[config.mk]
export PLATFORM = sky130hd
export DESIGN_NAME = vga_ctl
export DESIGN_NICKNAME = d
export VERILOG_FILES = /design/src/rtl/vga_ctl.sv
export SDC_FILE = /design/constraint.sdc
export NUM_CORES = 1
export LEC_CHECK = 0
export CORE_MARGIN = 2
export CORE_UTILIZATION = 53
export CTS_CLUSTER_SIZE = 10
export DETAILED_ROUTE_END_ITERATION = 8
export PLACE_DENSITY_LB_ADDON = 0.2
export SYNTH_ARGS = -nofsm -noshare
export SYNTH_HDL_FRONTEND = slang
export SYNTH_SLANG_ARGS = --single-unit
[constraint.sdc]
create_clock -name clk -period 2.5 [get_ports clk]
set_input_delay 0.5 -clock clk [delete_from_list [all_inputs] [get_ports clk]]
set_output_delay 0.5 -clock clk [all_outputs]
set_load 0.005 [all_outputs]
[src/rtl/vga_ctl.sv]
// vga_ctl -- VGA timing generator and framebuffer scan-out.
//
// Divides the system clock down to a pixel tick, runs horizontal/vertical
// counters, generates the framebuffer read address for a 2x2-scaled
// framebuffer, and registers sync/active/colour on each pixel tick.
//
// Ports:
//   clk          system clock, rising edge
//   rst          synchronous reset, active low
//   en           display enable; when low, de/rgb are blanked but timing runs
//   vgactl_addr  framebuffer read address (17-bit, combinational)
//   vgactl_dat   framebuffer data, valid one clk after vgactl_addr
//   vga_hs       horizontal sync, active low (registered)
//   vga_vs       vertical sync, active low (registered)
//   vga_de       active-video flag (registered)
//   vga_rgb      pixel colour, zero outside active video (registered)
//   frame_pulse  one-clk pulse as the vertical counter enters blanking
module vga_ctl #(
  parameter int CLK_DIV     = 2,
  parameter int COLOR_WIDTH = 8,
  parameter int FB_W        = 320,
  parameter int H_ACT       = 640,
  parameter int H_FP        = 16,
  parameter int H_SYNC      = 96,
  parameter int H_BP        = 48,
  parameter int V_ACT       = 480,
  parameter int V_FP        = 10,
  parameter int V_SYNC      = 2,
  parameter int V_BP        = 33
) (
  input  logic                   clk,
  input  logic                   rst,
  input  logic                   en,
  output logic [16:0]            vgactl_addr,
  input  logic [COLOR_WIDTH-1:0] vgactl_dat,
  output logic                   vga_hs,
  output logic                   vga_vs,
  output logic                   vga_de,
  output logic [COLOR_WIDTH-1:0] vga_rgb,
  output logic                   frame_pulse
);

  localparam int H_TOT = H_ACT + H_FP + H_SYNC + H_BP;
  localparam int V_TOT = V_ACT + V_FP + V_SYNC + V_BP;
  localparam int HCW   = $clog2(H_TOT);
  localparam int VCW   = $clog2(V_TOT);
  localparam int DW    = (CLK_DIV > 1) ? $clog2(CLK_DIV) : 1;

  localparam logic [DW-1:0]  DIV_LAST = DW'(CLK_DIV - 1);
  localparam logic [HCW-1:0] H_LAST   = HCW'(H_TOT - 1);
  localparam logic [VCW-1:0] V_LAST   = VCW'(V_TOT - 1);

  // State
  logic [DW-1:0]          div_q, div_d;
  logic [HCW-1:0]         hcnt_q, hcnt_d;
  logic [VCW-1:0]         vcnt_q, vcnt_d;
  logic [16:0]            row_base_q, row_base_d;
  logic                   hs_q, hs_d;
  logic                   vs_q, vs_d;
  logic                   de_q, de_d;
  logic [COLOR_WIDTH-1:0] rgb_q, rgb_d;
  logic                   fp_q, fp_d;

  // Decode
  logic        tick;
  logic        h_end;
  logic        v_end;
  logic        active;
  logic        hsync_n;
  logic        vsync_n;
  logic        show;
  logic [31:0] h32;
  logic [31:0] v32;

  always_comb begin
    h32     = 32'(hcnt_q);
    v32     = 32'(vcnt_q);
    tick    = (div_q == DIV_LAST);
    h_end   = (hcnt_q == H_LAST);
    v_end   = (vcnt_q == V_LAST);
    active  = (h32 < 32'(H_ACT)) && (v32 < 32'(V_ACT));
    hsync_n = !((h32 >= 32'(H_ACT + H_FP)) && (h32 < 32'(H_ACT + H_FP + H_SYNC)));
    vsync_n = !((v32 >= 32'(V_ACT + V_FP)) && (v32 < 32'(V_ACT + V_FP + V_SYNC)));
    show    = active && en;
  end

  // Each framebuffer row covers two display lines and each column two
  // pixels, so the address is the row base plus half the pixel column.
  always_comb begin
    if (active) vgactl_addr = row_base_q + 17'(hcnt_q >> 1);
    else        vgactl_addr = row_base_q;
  end

  // Counters and row base
  always_comb begin
    div_d      = tick ? '0 : div_q + 1'b1;
    hcnt_d     = hcnt_q;
    vcnt_d     = vcnt_q;
    row_base_d = row_base_q;
    if (tick) begin
      hcnt_d = h_end ? '0 : hcnt_q + 1'b1;
      if (h_end) begin
        vcnt_d = v_end ? '0 : vcnt_q + 1'b1;
        // Advance the row base after the second line of each framebuffer
        // row. The wrap out of the last active line is skipped so the base
        // held through vertical blanking stays a legal framebuffer address.
        if (v_end)
          row_base_d = '0;
        else if (vcnt_q[0] && (v32 < 32'(V_ACT - 1)))
          row_base_d = row_base_q + 17'(FB_W);
      end
    end
  end

  // Output capture: on a tick, register the state of the pixel the
  // counters point at now (before they advance). The address has been
  // stable since the previous tick, so vgactl_dat is valid here.
  always_comb begin
    hs_d  = hs_q;
    vs_d  = vs_q;
    de_d  = de_q;
    rgb_d = rgb_q;
    if (tick) begin
      hs_d  = hsync_n;
      vs_d  = vsync_n;
      de_d  = show;
      rgb_d = show ? vgactl_dat : '0;
    end
    // Fires on the edge where vcnt steps from the last active line into
    // vertical blanking; cleared on every other edge.
    fp_d = tick && h_end && (v32 == 32'(V_ACT - 1));
  end

  always_ff @(posedge clk) begin
    if (!rst) begin
      div_q      <= '0;
      hcnt_q     <= '0;
      vcnt_q     <= '0;
      row_base_q <= '0;
      hs_q       <= 1'b1;
      vs_q       <= 1'b1;
      de_q       <= 1'b0;
      rgb_q      <= '0;
      fp_q       <= 1'b0;
    end else begin
      div_q      <= div_d;
      hcnt_q     <= hcnt_d;
      vcnt_q     <= vcnt_d;
      row_base_q <= row_base_d;
      hs_q       <= hs_d;
      vs_q       <= vs_d;
      de_q       <= de_d;
      rgb_q      <= rgb_d;
      fp_q       <= fp_d;
    end
  end

  assign vga_hs      = hs_q;
  assign vga_vs      = vs_q;
  assign vga_de      = de_q;
  assign vga_rgb     = rgb_q;
  assign frame_pulse = fp_q;

endmodule

==> results.md, run 1 <==
- The routed metal-1 wire length is 2500 µm.
- Once layout is complete, the utilization of the core stands at 72.6%.
- The cell family contributing the most delay on the critical path is simple AND/OR/NAND/NOR gates.
- The clock edge transition at the registers on the reported setup and hold paths is 0.08 ns.
- For this design, the sink count on the clock tree is 44.
- The share of flip-flops with an asynchronous set or reset after synthesis is 0%.
- The worst setup path is of the flip-flop to output port kind.
- The die outline height is 70.7 µm.
- From synthesis to final layout, the design area changed by 33.1%.
- The library cell contributing the largest single delay on the critical path is sky130_fd_sc_hd__or3_4.
- The total chip power is 1.27 mW.
- Dividing the detail-routed via count by the number of cells gives 5.60.
- The finished layout holds 403 standard cells, fillers aside.
- The number of global-route vias before repair is 2011.
- The critical path contains buffers and inverters numbering 2 combined.
- TritonCTS created 5 clock buffers.
- The total negative slack for setup checks is -0.0723 ns.
- The biggest area contributor in the post-synthesis netlist is sky130_fd_sc_hd__dfxtp_1.
- The count of buffers from port buffering is 39.
- The wire length of the first global-routing pass is 9280 µm.
- The final count of hold timing violations is 0.
- The vias after detailed routing is 2256.
- The TritonCTS clock tree is done.
- Walking the worst path, the cells encountered are ha_4 -> a21o_1 -> a21oi_2 -> or3_4 -> buf_6 -> nor2_4 -> xor2_1 -> buf_2.
- In the final routed layout, each cell accounts on average for 14.1 µm.
- The tool flagged a number of max-cap violations equal to 0.
- For this design the ratio of total power to cell area is 405 nW/µm².
- The worst pin sits at a relative slew slack of 56.7%.
- Yosys mapped the design onto 44 distinct sky130hd cell types.
- The total placed cells including tap cells is 388.
- Summing every instance area after synthesis gives 2360 µm².
- Once detailed placement completed, the half-perimeter wirelength came to 4000 µm.
- The final design area excluding fillers is 3140 µm².
- The maximum clock path buffer count is 2.
- Once routing completed, OpenROAD measured the worst setup slack at -0.0470 ns.
- The static power due to leakage is 1.26 nW.
- The worst path in the final design needs a cycle of 2.55 ns, including I/O delays and setup.
- After detailed routing, no signal wire sits above met4.
- The most used flip-flop cell after synthesis is sky130_fd_sc_hd__dfxtp_1.
- The final setup skew is 0.00555 ns.
- Synthesis produced 285 cells.
- The wire length on met3 is 300 µm.
- The arrival time of the worst setup path is 2.05 ns.
- The placement-stage cell area is 2940 µm².
- The final period utilization is 102%.
- The worst setup path is launched from a flip-flop.
- The checks that failed: setup timing.
- The remaining antenna violation count after routing is 0.
- The maximum operating frequency is 393 MHz.
- The detailed-route wire length is 5680 µm.
- Across the VDD grid, the largest voltage drop is 0.321 mV.
- The worst-path maximum fanout is 5.
- The congestion estimate from routability-driven global placement came to 0.923.
- For this configuration, the core starts out at a cell density of 54.5%.
- Data on the critical path is required at its endpoint by 2.00 ns.
- The die footprint is 5000 µm².
- The max-slew violation count came to 0.
- By area the synthesized netlist is led by sky130_fd_sc_hd__dfxtp_1 37%, sky130_fd_sc_hd__xor2_1 5.9%, sky130_fd_sc_hd__nor2b_1 5.6%.
- In this run, the number of DRC markers left after iteration 0 of detailed routing was 123.
- The element type at the critical path end is an output port.
- The routed design uses 2790 µm of met2 wire.
- Synthesis produced a netlist with a net count of 304.
- Of the post-synthesis cell area, the dominant cell type holds 37.4%.
- The insertion delay to the later sink of the worst-skew pair is 0.30 ns.
- The tightest min-delay check is of the flip-flop to flip-flop type.
- Measured along the x axis, the die boundary spans 70.7 µm.
- Buffers inserted to repair hold after CTS numbered 0.
- Setup repair after global routing could not meet its margin everywhere.
- Counting flops with a built-in enable in the synthesized netlist gives 0.
- The first TritonRoute pass finished after 4 iterations.
- The largest single stage delay on the critical path is 0.38 ns.
- The global-route congestion overflow total is 0.
- For this run, the number of Yosys warnings is 0.
- The post-route netlist has 18.5% of its cells at a drive strength greater than 1.
- The I/O pin count is 40.
- The final-report setup violation count is 3.
- The largest net degree at the start of global routing is 19.
- The cell at the root of the clock tree is sky130_fd_sc_hd__clkbuf_8.
- The post-detailed-route DRC marker count is 0.
- In this run the standard cell core region covers 4320 µm².
- The H-tree was split into 2 levels.
- Global routing used 22.8% of the available tracks across all layers.
- The run finished, with violations left.
- For this run, the register share of the synthesized area comes to 37.4%.
- After synthesis, the mean cell area works out to 8.27 µm².
- The initial antenna violation count is 0.
- The count of state elements after synthesis is 44.
- The slew at the pin with the worst max-slew slack is 0.644 ns.
- The final layout contains 369 nets.
- The floorplan has 24 rows.
- The diode insertion count for antenna repair is 0.
==> final timing paths <==
check | start | slack, ns | cells past startpoint | to
setup / recovery | row_base_q[7]$_SDFFE_PN0P_ | -0.05 | 8 | vgactl_addr[15]
hold / removal | vga_hs$_SDFFE_PN1P_ | 0.47 | 2 | vga_hs$_SDFFE_PN1P_
setup reg to reg | vcnt_q[0]$_SDFFE_PN0P_ | 0.33 | 6 | row_base_q[16]$_SDFFE_PN0P_
hold reg to reg | vga_hs$_SDFFE_PN1P_ | 0.47 | 2 | vga_hs$_SDFFE_PN1P_
==> synth_stat cells, drive strengths merged, types with 2 or more instances <==
library cell / number
clkbuf: 7
nor2b: 21
a21boi: 2
and3: 8
xnor2: 13
and4: 2
a32oi: 2
o31ai: 2
buf: 7
or3: 4
a21oi: 14
or2: 2
xor2: 16
inv: 7
and2: 7
nand2: 24
nand3: 13
nor4: 4
a31oi: 2
mux2i: 4
nor3: 8
nand2b: 3
dfxtp: 44
nand4: 12
o21ai: 6
nor2: 30
a21o: 2
ha: 8
==> where the power goes <==
part           internal, mW  switching, mW  leakage (nW)  total (mW)
clock                 0.224          0.243        0.0434       0.467
combinational        0.0477         0.0384         0.855      0.0861
sequential            0.710        0.00684         0.357       0.717
total                 0.981          0.288          1.26        1.27
==> what timing repair did <==
| item | 4_1_cts | 5_1_grt |
|---|---|---|
| resized for setup | 32 | 14 |
| setup endpoints to repair | 9 | 6 |
| pin swaps | 3 | 6 |
| buffers inserted | 5 | 2 |
==> cells by family (layout without fill, tap and decap cells) <==
kind of cell	count (synthesis)	after routing	share of synthesized area, %
fa+ha+maj	8	8	4.25
compound gates	35	35	9.45
buf+inv	21	87	4.03
simple gates	144	144	32.4
mux	4	4	1.70
flops	44	44	37.4
xor+xnor	29	29	10.8
==> metrics by stage <==
step                      worst slack (ns)  hold WS [ns]
after floorplan                      0.325         0.442
after global placement              0.0240         0.439
after detailed placement           -0.0539         0.463
after CTS                          -0.0538         0.476
after global routing                -0.132         0.499
final                              -0.0470         0.471
==> state kept, by name, summed over array words and instances, names as in the netlist <==
signal	cells
row_base_q	11
hcnt_q	10
vcnt_q	10
vga_rgb	8
div_q	1
frame_pulse	1
vga_de	1
vga_hs	1
vga_vs	1
==> worst min-delay path: stages (launching register included) <==
cell and delay, ns:
sky130_fd_sc_hd__dfxtp_1 0.32, sky130_fd_sc_hd__inv_1 0.05, sky130_fd_sc_hd__a21oi_1 0.06
==> placed cells by master, fill, tap and decap left out, types with 3 or more instances in the layout <==
| master | instances |
|---|---|
| sky130_fd_sc_hd__nand2b_1 | 3 |
| sky130_fd_sc_hd__clkdlybuf4s50_1 | 30 |
| sky130_fd_sc_hd__dfxtp_2 | 3 |
| sky130_fd_sc_hd__nand3_1 | 13 |
| sky130_fd_sc_hd__buf_4 | 30 |
| sky130_fd_sc_hd__xor2_1 | 16 |
| sky130_fd_sc_hd__inv_1 | 7 |
| sky130_fd_sc_hd__and2_1 | 6 |
| sky130_fd_sc_hd__ha_1 | 6 |
| sky130_fd_sc_hd__nor3_1 | 7 |
| sky130_fd_sc_hd__xnor2_1 | 13 |
| sky130_fd_sc_hd__o21ai_0 | 4 |
| sky130_fd_sc_hd__nor2b_1 | 21 |
| sky130_fd_sc_hd__nand2_1 | 24 |
| sky130_fd_sc_hd__or3_1 | 3 |
| sky130_fd_sc_hd__nor4_1 | 4 |
| sky130_fd_sc_hd__buf_2 | 3 |
| sky130_fd_sc_hd__clkbuf_2 | 3 |
| sky130_fd_sc_hd__nand4_1 | 12 |
| sky130_fd_sc_hd__nor2_1 | 25 |
| sky130_fd_sc_hd__and3_1 | 8 |
| sky130_fd_sc_hd__clkbuf_8 | 6 |
| sky130_fd_sc_hd__buf_6 | 3 |
| sky130_fd_sc_hd__mux2i_1 | 4 |
| sky130_fd_sc_hd__nor2_4 | 3 |
| sky130_fd_sc_hd__a21oi_1 | 13 |
| sky130_fd_sc_hd__dfxtp_1 | 41 |
==> area by class of cell <==
type | count | area (µm²)
multi-input cells | 220 | 1450
fillers | 379 | 1190
flip-flops and latches | 44 | 885
repair buffers | 72 | 617
clock buffers | 6 | 82.6
well taps | 52 | 65.1
inverters | 7 | 26.3
clock inverters | 2 | 15.0
==> metal layers <==
metal / GRT usage (%) / vias up
met1: 29.8 / 1073
met2: 38.8 / 62
met3: 4.27 / 10
li1: - / 1111
met4: 6.29 / 0
met5: 0 / -
(Power assumes the default switching activity.)
==> run 2, diff against run 1 <==
--- a/config.mk
+++ b/config.mk
@@ -9,6 +9,7 @@
 export CORE_UTILIZATION = 53
 export CTS_CLUSTER_SIZE = 10
 export DETAILED_ROUTE_END_ITERATION = 8
+export GPL_TIMING_DRIVEN = 0
 export PLACE_DENSITY_LB_ADDON = 0.2
 export SYNTH_ARGS = -nofsm -noshare
 export SYNTH_HDL_FRONTEND = slang
==> results.md, run 2 (synthesis results as in run 1) <==
- The flow ran to the end, but the final reports show violations.
- The final reports fail on setup timing.
- The total placed cells including tap cells is 376 (-3.1%).
- The final-report setup violation count is 4 (+1).
- The number of violations reported at the end of detailed-routing iteration 0 came to 134 (+8.9%).
- The die outline height is 70.7 µm (unchanged).
- The delay of the slowest cell on the worst path was 0.38 ns (about the same).
- The clock edge transition at the registers on the reported setup and hold paths is 0.08 ns (about the same).
- Setup repair after global routing could not meet its margin everywhere.
- The count of max-cap constraint violations was 0 (unchanged).
- The via-per-instance ratio is 5.54 (-0.96%).
- The number of global-route vias before repair was 1961 (-2.5%).
- The data required time of the critical path is 2.00 ns (about the same).
- The worst-path maximum fanout is 5 (unchanged).
- The largest net degree at the start of global routing is 15 (-4).
- The maximum clock path buffer count came to 2 (unchanged).
- The slew at the pin with the worst max-slew slack was 0.679 ns (+0.0352 ns).
- The static power due to leakage is 1.21 nW (-3.7%).
- The total chip power is 1.36 mW (+7.4%).
- The post-placement setup slack is -0.542 ns (-0.488 ns).
- The initial antenna violation count was 0 (unchanged).
- The number of buffers inserted by hold repair at cts is 0 (unchanged).
- The register with the most flip-flops in the final layout is row_base_q.
- The share of the core filled with cells in the final layout was 71.3% (-1.3 points).
- The number of placement rows is 24 (unchanged).
- The arrival time of the worst setup path is 2.06 ns (about the same).
- The ratio of cells with drive above 1 in the final layout came to 14.4% (-4.1 points).
- The max-slew violation count is 0 (unchanged).
- The detailed-placement wirelength estimate is 3670 µm (-8.3%).
- The top cell types in the final layout, fill and taps aside, are 38 x sky130_fd_sc_hd__dfxtp_1, 31 x sky130_fd_sc_hd__clkdlybuf4s50_1, 26 x sky130_fd_sc_hd__nor2_1.
- The diode insertion count for antenna repair was 0 (unchanged).
- The effective utilization at floorplan was 54.5% (unchanged).
- The most common cell after layout, fill and taps aside is sky130_fd_sc_hd__dfxtp_1.
- Clock tree synthesis selected as its root buffer the cell sky130_fd_sc_hd__clkbuf_8.
- The number of fill cells is 347 (-8.4%).
- The worst slew margin relative to its limit is 54.3% (-2.4 points).
- The routability congestion estimate was 0.887 (-3.9%).
- The detailed-route wire length was 5390 µm (-5.0%).
- The final period utilization is 102% (+0.43 points).
- The worst register-to-register path begins at vcnt_q[0]$_SDFFE_PN0P_.
- The library cell contributing the largest single delay on the critical path is sky130_fd_sc_hd__or3_4.
- The number of detailed-routing iterations run before antenna repair is 4 (unchanged).
- The average routed wire per standard cell came to 13.7 µm (-2.6%).
- Compared with the post-synthesis result, the final layout area differs by 30.8%.
- The kind of critical path is flip-flop to output port.
- The insertion delay to the later sink of the worst-skew pair is 0.30 ns (about the same).
- Walking the worst path, the cells encountered are ha_4 -> a21o_1 -> a21oi_4 -> or3_4 -> buf_6 -> nor2_4 -> xor2_1 -> buf_2.
- The I/O pin count was 40 (unchanged).
- The final count of hold timing violations came to 0 (unchanged).
- The wire length of the first global-routing pass was 8830 µm (-4.8%).
- The setup slack of the most critical reg-to-reg path is 0.29 ns (-0.04 ns).
- The count of non-filler cells in the finished layout was 393 (-2.5%).
- The remaining antenna violation count after routing is 0 (unchanged).
- The CTS sink count is 44 (unchanged).
- The areal power density over the cells is 442 nW/µm² (+9.3%).
- The vias after detailed routing is 2179 (-3.4%).
- The die footprint is 5000 µm² (unchanged).
- The number of flip-flops under the largest register name is 11 (unchanged).
- The worst reg2reg path depth was 8 (+2).
- The worst setup path is launched from a flip-flop.
- The total negative slack for setup checks is -0.161 ns (-0.0884 ns).
- TritonCTS built the clock tree.
- The die extent in x is 70.7 µm (unchanged).
- The endpoint of the worst register-to-register path is row_base_q[12]$_SDFFE_PN0P_.
- The standard cell core area is 4320 µm² (unchanged).
- The largest registers in the layout are row_base_q (11), hcnt_q (10), vcnt_q (10).
- The smallest setup slack after layout is -0.0578 ns (-0.0108 ns).
- The worst hold path terminates at vga_hs$_SDFFE_PN1P_.
- The number of CTS-inserted buffers came to 5 (unchanged).
- In this run the most critical hold path is launched from vga_hs$_SDFFE_PN1P_.
- The count of H-tree levels built during CTS is 2 (unchanged).
- The clock period minus worst slack is 2.56 ns (+0.0108 ns).
- The global-route usage over all layers is 21.7% (-1.1 points).
- The worst hold path stage count is 2 (unchanged).
- The path class of the lowest-slack min-delay path is flip-flop to flip-flop.
- The element type at the critical path end is an output port.
- The final setup skew is 0.00755 ns (+0.00201 ns).
- The global-route congestion overflow total came to 0 (unchanged).
- The net total in the final layout is 359 (-2.7%).
- The maximum ir drop on the vdd rail is 0.395 mV (+23%).
- The post-detailed-route DRC marker count was 0 (unchanged).
- The maximum operating frequency is 391 MHz (-0.42%).
- The count of buffers from port buffering is 39 (unchanged).
run 2: metrics by stage:
step / instance area (µm²) / hold WS (ns)
5_1_grt: 3080 / 0.481
3_3_place_gp: 2810 / 0.442
3_5_place_dp: 2810 / 0.452
2_1_floorplan: 2360 / 0.442
4_1_cts: 3050 / 0.465
6_report: 3080 / 0.462
run 2: worst max-delay path by stage:
stage                            endpoint  depth (start not counted)  slack [ns]              startpoint
after floorplan           vgactl_addr[15]                          7        0.32  vcnt_q[5]$_SDFFE_PN0P_
after global placement    vgactl_addr[16]                          8       -0.51  vcnt_q[5]$_SDFFE_PN0P_
after detailed placement  vgactl_addr[14]                          8       -0.54  vcnt_q[5]$_SDFFE_PN0P_
final                     vgactl_addr[14]                          8       -0.06  hcnt_q[8]$_SDFFE_PN0P_
after CTS                 vgactl_addr[11]                          5       -0.07  vcnt_q[7]$_SDFFE_PN0P_
after global routing      vgactl_addr[13]                          8       -0.14  hcnt_q[8]$_SDFFE_PN0P_
run 2: cell type report:
class / instances / area [µm²] / share of cell area [%]
Buffer: 12 / 61.3 / 1.99
Clock buffer: 6 / 82.6 / 2.68
Clock inverter: 2 / 38.8 / 1.26
Inverter: 7 / 26.3 / 0.852
Multi-Input combinational cell: 220 / 1460 / 47.3
Sequential cell: 44 / 896 / 29.1
Tap cell: 52 / 65.1 / 2.11
Timing Repair Buffer: 50 / 455 / 14.8
run 2: routing by layer:
layer  track usage [%]  up-vias  wire length, µm
met5                 0        -                0
met4              7.76        0               58
met3              4.56        6              302
met2              35.7       63             2610
met1              28.3     1012             2430
li1                  -     1098                -
run 2: power by group:
group          internal, mW  total [mW]  switching, mW
Clock                 0.327       0.566          0.240
Sequential            0.707       0.713        0.00610
Combinational        0.0455      0.0840         0.0386
run 2: repair_timing:
action                                  4_1_cts  5_1_grt
buffers inserted                              8        3
endpoints found under the setup margin       13        6
pin swaps                                     6        5
resized for setup                            46        4
endpoints found under the hold margin         0        0
run 2: critical path, delay by kind of cell, from the launching register on:
kind,cells,cell delay (ns)
simple gates,2,0.45
fa+ha+maj,1,0.26
xor+xnor,1,0.15
flops,1,0.37
buf+inv,2,0.27
compound gates,2,0.25
==> run 3, diff against run 2 <==
--- a/config.mk
+++ b/config.mk
@@ -6,7 +6,7 @@
 export NUM_CORES = 1
 export LEC_CHECK = 0
 export CORE_MARGIN = 2
-export CORE_UTILIZATION = 53
+export CORE_UTILIZATION = 57
 export CTS_CLUSTER_SIZE = 10
 export DETAILED_ROUTE_END_ITERATION = 8
 export GPL_TIMING_DRIVEN = 0
==> constraint.sdc (replaced) <==
create_clock -name clk -period 3.1 [get_ports clk]
set_input_delay 0.62 -clock clk [delete_from_list [all_inputs] [get_ports clk]]
set_output_delay 0.62 -clock clk [all_outputs]
set_load 0.005 [all_outputs]
==> results.md, run 3 (synthesis results as in run 1) <==
- The routability congestion estimate is 0.892 (+0.56%).
- The total negative slack for setup checks was 0 ns (+0.161 ns).
- TritonCTS built the clock tree.
- The net total in the final layout came to 350 (-2.5%).
- The global-route usage over all layers is 24.6% (+2.9 points).
- row_base_q holds more flip-flops than any other register.
- The maximum ir drop on the vdd rail was 0.266 mV (-33%).
- The setup slack of the most critical reg-to-reg path is 0.89 ns (+0.60 ns).
- In this run the critical register-to-register path is captured at row_base_q[12]$_SDFFE_PN0P_.
- The ratio of cells with drive above 1 in the final layout is 8.73% (-5.6 points).
- The max-slew violation count was 0 (unchanged).
- The areal power density over the cells is 377 nW/µm² (-15%).
- The clock edge transition at the registers on the reported setup and hold paths was 0.08 ns (about the same).
- The tree is rooted in a sky130_fd_sc_hd__clkbuf_8.
- The share of power burned in registers is 51.1% (-1.2 points).
- The worst-path maximum fanout is 6 (+1).
- The number of detailed-routing iterations run before antenna repair is 4 (unchanged).
- The largest net degree at the start of global routing was 14 (-1).
- The total chip power is 1.13 mW (-17%).
- The maximum operating frequency is 331 MHz.
- The average routed wire per standard cell is 14.0 µm (+1.8%).
- The detailed-placement wirelength estimate is 3740 µm (+1.8%).
- The critical path ends at vgactl_addr[16].
- The smallest setup slack after layout is 0.0763 ns (+0.134 ns).
- The global-route congestion overflow total came to 0 (unchanged).
- The final count of hold timing violations was 0 (unchanged).
- The number of placement rows was 23 (-4.2%).
- The I/O pin count is 40 (unchanged).
- STA classifies the critical path endpoint as an output port.
- The worst register-to-register path begins at vcnt_q[0]$_SDFFE_PN0P_.
- The final setup skew came to 0.00537 ns (-0.00218 ns).
- The CTS sink count is 44 (unchanged).
- The growth of design area from synthesis to finish is 26.9%.
- The via-per-instance ratio is 5.61 (+1.2%).
- The wire length of the first global-routing pass was 8520 µm (-3.5%).
- The number of CTS-inserted buffers is 5 (unchanged).
- The clock group share of total power is 42.8% (+1.2 points).
- The effective utilization at floorplan is 58.9% (+4.4 points).
- The die outline height is 68.3 µm (-3.4%).
- The detailed-route wire length came to 5340 µm (-1.0%).
- The initial antenna violation count is 0 (unchanged).
- The library cells used most frequently in the layout, excluding fill and tap cells, are 41 x sky130_fd_sc_hd__dfxtp_1, 36 x sky130_fd_sc_hd__clkdlybuf4s50_1, 28 x sky130_fd_sc_hd__nor2_1.
- The internal portion of total power was 0.893 mW (-17%).
- The fraction of power consumed by combinational cells came to 6.1% (about the same).
- The post-placement setup slack came to -0.0637 ns (+0.478 ns).
- The path class of the lowest-slack min-delay path is flip-flop to flip-flop.
- The die extent in x came to 68.3 µm (-3.4%).
- The number of global-route vias before repair is 1917 (-2.2%).
- The startpoint class of the critical path is a flip-flop.
- Walking the worst path, the cells encountered are ha_1 -> a21o_1 -> a21oi_2 -> or3_4 -> nor2_2 -> xor2_1 -> clkdlybuf4s50_1.
- The remaining antenna violation count after routing was 0 (unchanged).
- The standard cell core area is 4000 µm² (-7.5%).
- The largest registers in the layout are row_base_q (11), hcnt_q (10), vcnt_q (10).
- The final-report setup violation count is 0 (-4).
- The most critical setup path has its startpoint at hcnt_q[8]$_SDFFE_PN0P_.
- The switching part of the total is 20.9% (about the same).
- The static power due to leakage was 1.19 nW (-1.4%).
- The worst slew margin relative to its limit is 55.8% (+1.5 points).
- The net switching power is 0.236 mW (-17%).
- The count of buffers from port buffering is 39 (unchanged).
- The diode insertion count for antenna repair was 0 (unchanged).
- The run finished with clean final reports.
- The worst reg2reg path depth is 8 (unchanged).
- The maximum clock path buffer count is 2 (unchanged).
- The delay of the slowest cell on the worst path is 0.51 ns (+0.13 ns).
- The number of violations reported at the end of detailed-routing iteration 0 is 90 (-33%).
- Leaving out fill and tap cells, the most frequent cell in the layout is sky130_fd_sc_hd__dfxtp_1.
- The worst slack on hold paths is 0.473 ns (+0.0112 ns).
- The final period utilization is 97.5%.
- The count of non-filler cells in the finished layout is 382 (-2.8%).
- The post-detailed-route DRC marker count is 0 (unchanged).
- The insertion delay to the later sink of the worst-skew pair was 0.30 ns (about the same).
- The count of max-cap constraint violations came to 0 (unchanged).
- The count of H-tree levels built during CTS is 2 (unchanged).
- The worst path needs 3.02 ns of the cycle, external delays included.
- The vias after detailed routing is 2143 (-1.7%).
- The worst setup path is of the flip-flop to output port kind.
- The total placed cells including tap cells is 374 (-0.53%).
- The slew at the pin with the worst max-slew slack came to 0.657 ns (-0.0227 ns).
- The data required time of the critical path came to 2.48 ns (+0.48 ns).
- The arrival time of the worst setup path is 2.40 ns (+0.34 ns).
- The library cell contributing the largest single delay on the critical path is sky130_fd_sc_hd__clkdlybuf4s50_1.
- The die footprint is 4670 µm² (-6.6%).
- The number of flip-flops under the largest register name is 11 (unchanged).
==> run 3: changes by cell type in the layout (fill, tap and decap cells not counted), sizes merged <==
cell / previous run / this run
buf: 23 / 9
dlygate4sd2: 3 / 0
dlymetal6s2s: 0 / 3
clkdlybuf4s50: 31 / 36
clkbuf: 11 / 12
clkinv: 1 / 0
==> run 3: final cells by class <==
cell class	count	area, µm²
plain buffers	12	61.3
clock inverters	1	30.0
repair buffers	41	413
well taps	50	62.6
inverters	7	26.3
multi-input cells	220	1420
flip-flops and latches	44	885
clock buffers	7	96.3
fillers	317	1010
==> run 3: per-layer routing <==
metal	track usage [%]	up-vias	wire (µm)
met2	40.8	51	2540
met1	30.6	1005	2500
met5	0	-	0
li1	-	1077	-
met4	9.50	0	94
met3	5.92	10	201
==> run 3: repair_timing <==
item                                    in CTS  in global routing
resized for setup                            8                  6
pin swaps                                    2                  2
hold buffers                                 0                  0
endpoints found under the setup margin       5                  4
gates cloned                                 0                  0
setup buffers                                1                  1
==> run 3: worst max-delay path: cells and delay by family (launching register included) <==
family | cells | cell delay (ns)
xor+xnor | 1 | 0.14
compound gates | 2 | 0.25
simple gates | 2 | 0.50
flops | 1 | 0.36
buf+inv | 1 | 0.51
fa+ha+maj | 1 | 0.32
==> run 3: power groups by stage <==
stage | registers (mW) | clock network (mW) | logic, mW
after floorplan | 0.590 | 0 | 0.0338
after global placement | 0.590 | 0 | 0.0665
after detailed placement | 0.591 | 0 | 0.0676
after CTS | 0.577 | 0.487 | 0.0683
after global routing | 0.579 | 0.513 | 0.0747
final | 0.577 | 0.483 | 0.0684
==> run 3: through the flow <==
stage               instance area (µm²)  util, %
global placement                   2810     70.3
CTS                                2970     74.3
floorplan                          2360        -
finish                             2990     74.8
global route                       2990     74.8
detailed placement                 2810     70.3
==> run 3: worst min path at each step <==
stage                     slack (ns)                 from  depth (start not counted)                  end
after detailed placement        0.46  vga_hs$_SDFFE_PN1P_                          2  vga_hs$_SDFFE_PN1P_
after global placement          0.44  vga_hs$_SDFFE_PN1P_                          2  vga_hs$_SDFFE_PN1P_
after CTS                       0.48  vga_hs$_SDFFE_PN1P_                          2  vga_hs$_SDFFE_PN1P_
after global routing            0.51  vga_hs$_SDFFE_PN1P_                          2  vga_hs$_SDFFE_PN1P_
after floorplan                 0.44  vga_hs$_SDFFE_PN1P_                          2  vga_hs$_SDFFE_PN1P_
final                           0.47  vga_hs$_SDFFE_PN1P_                          2  vga_hs$_SDFFE_PN1P_
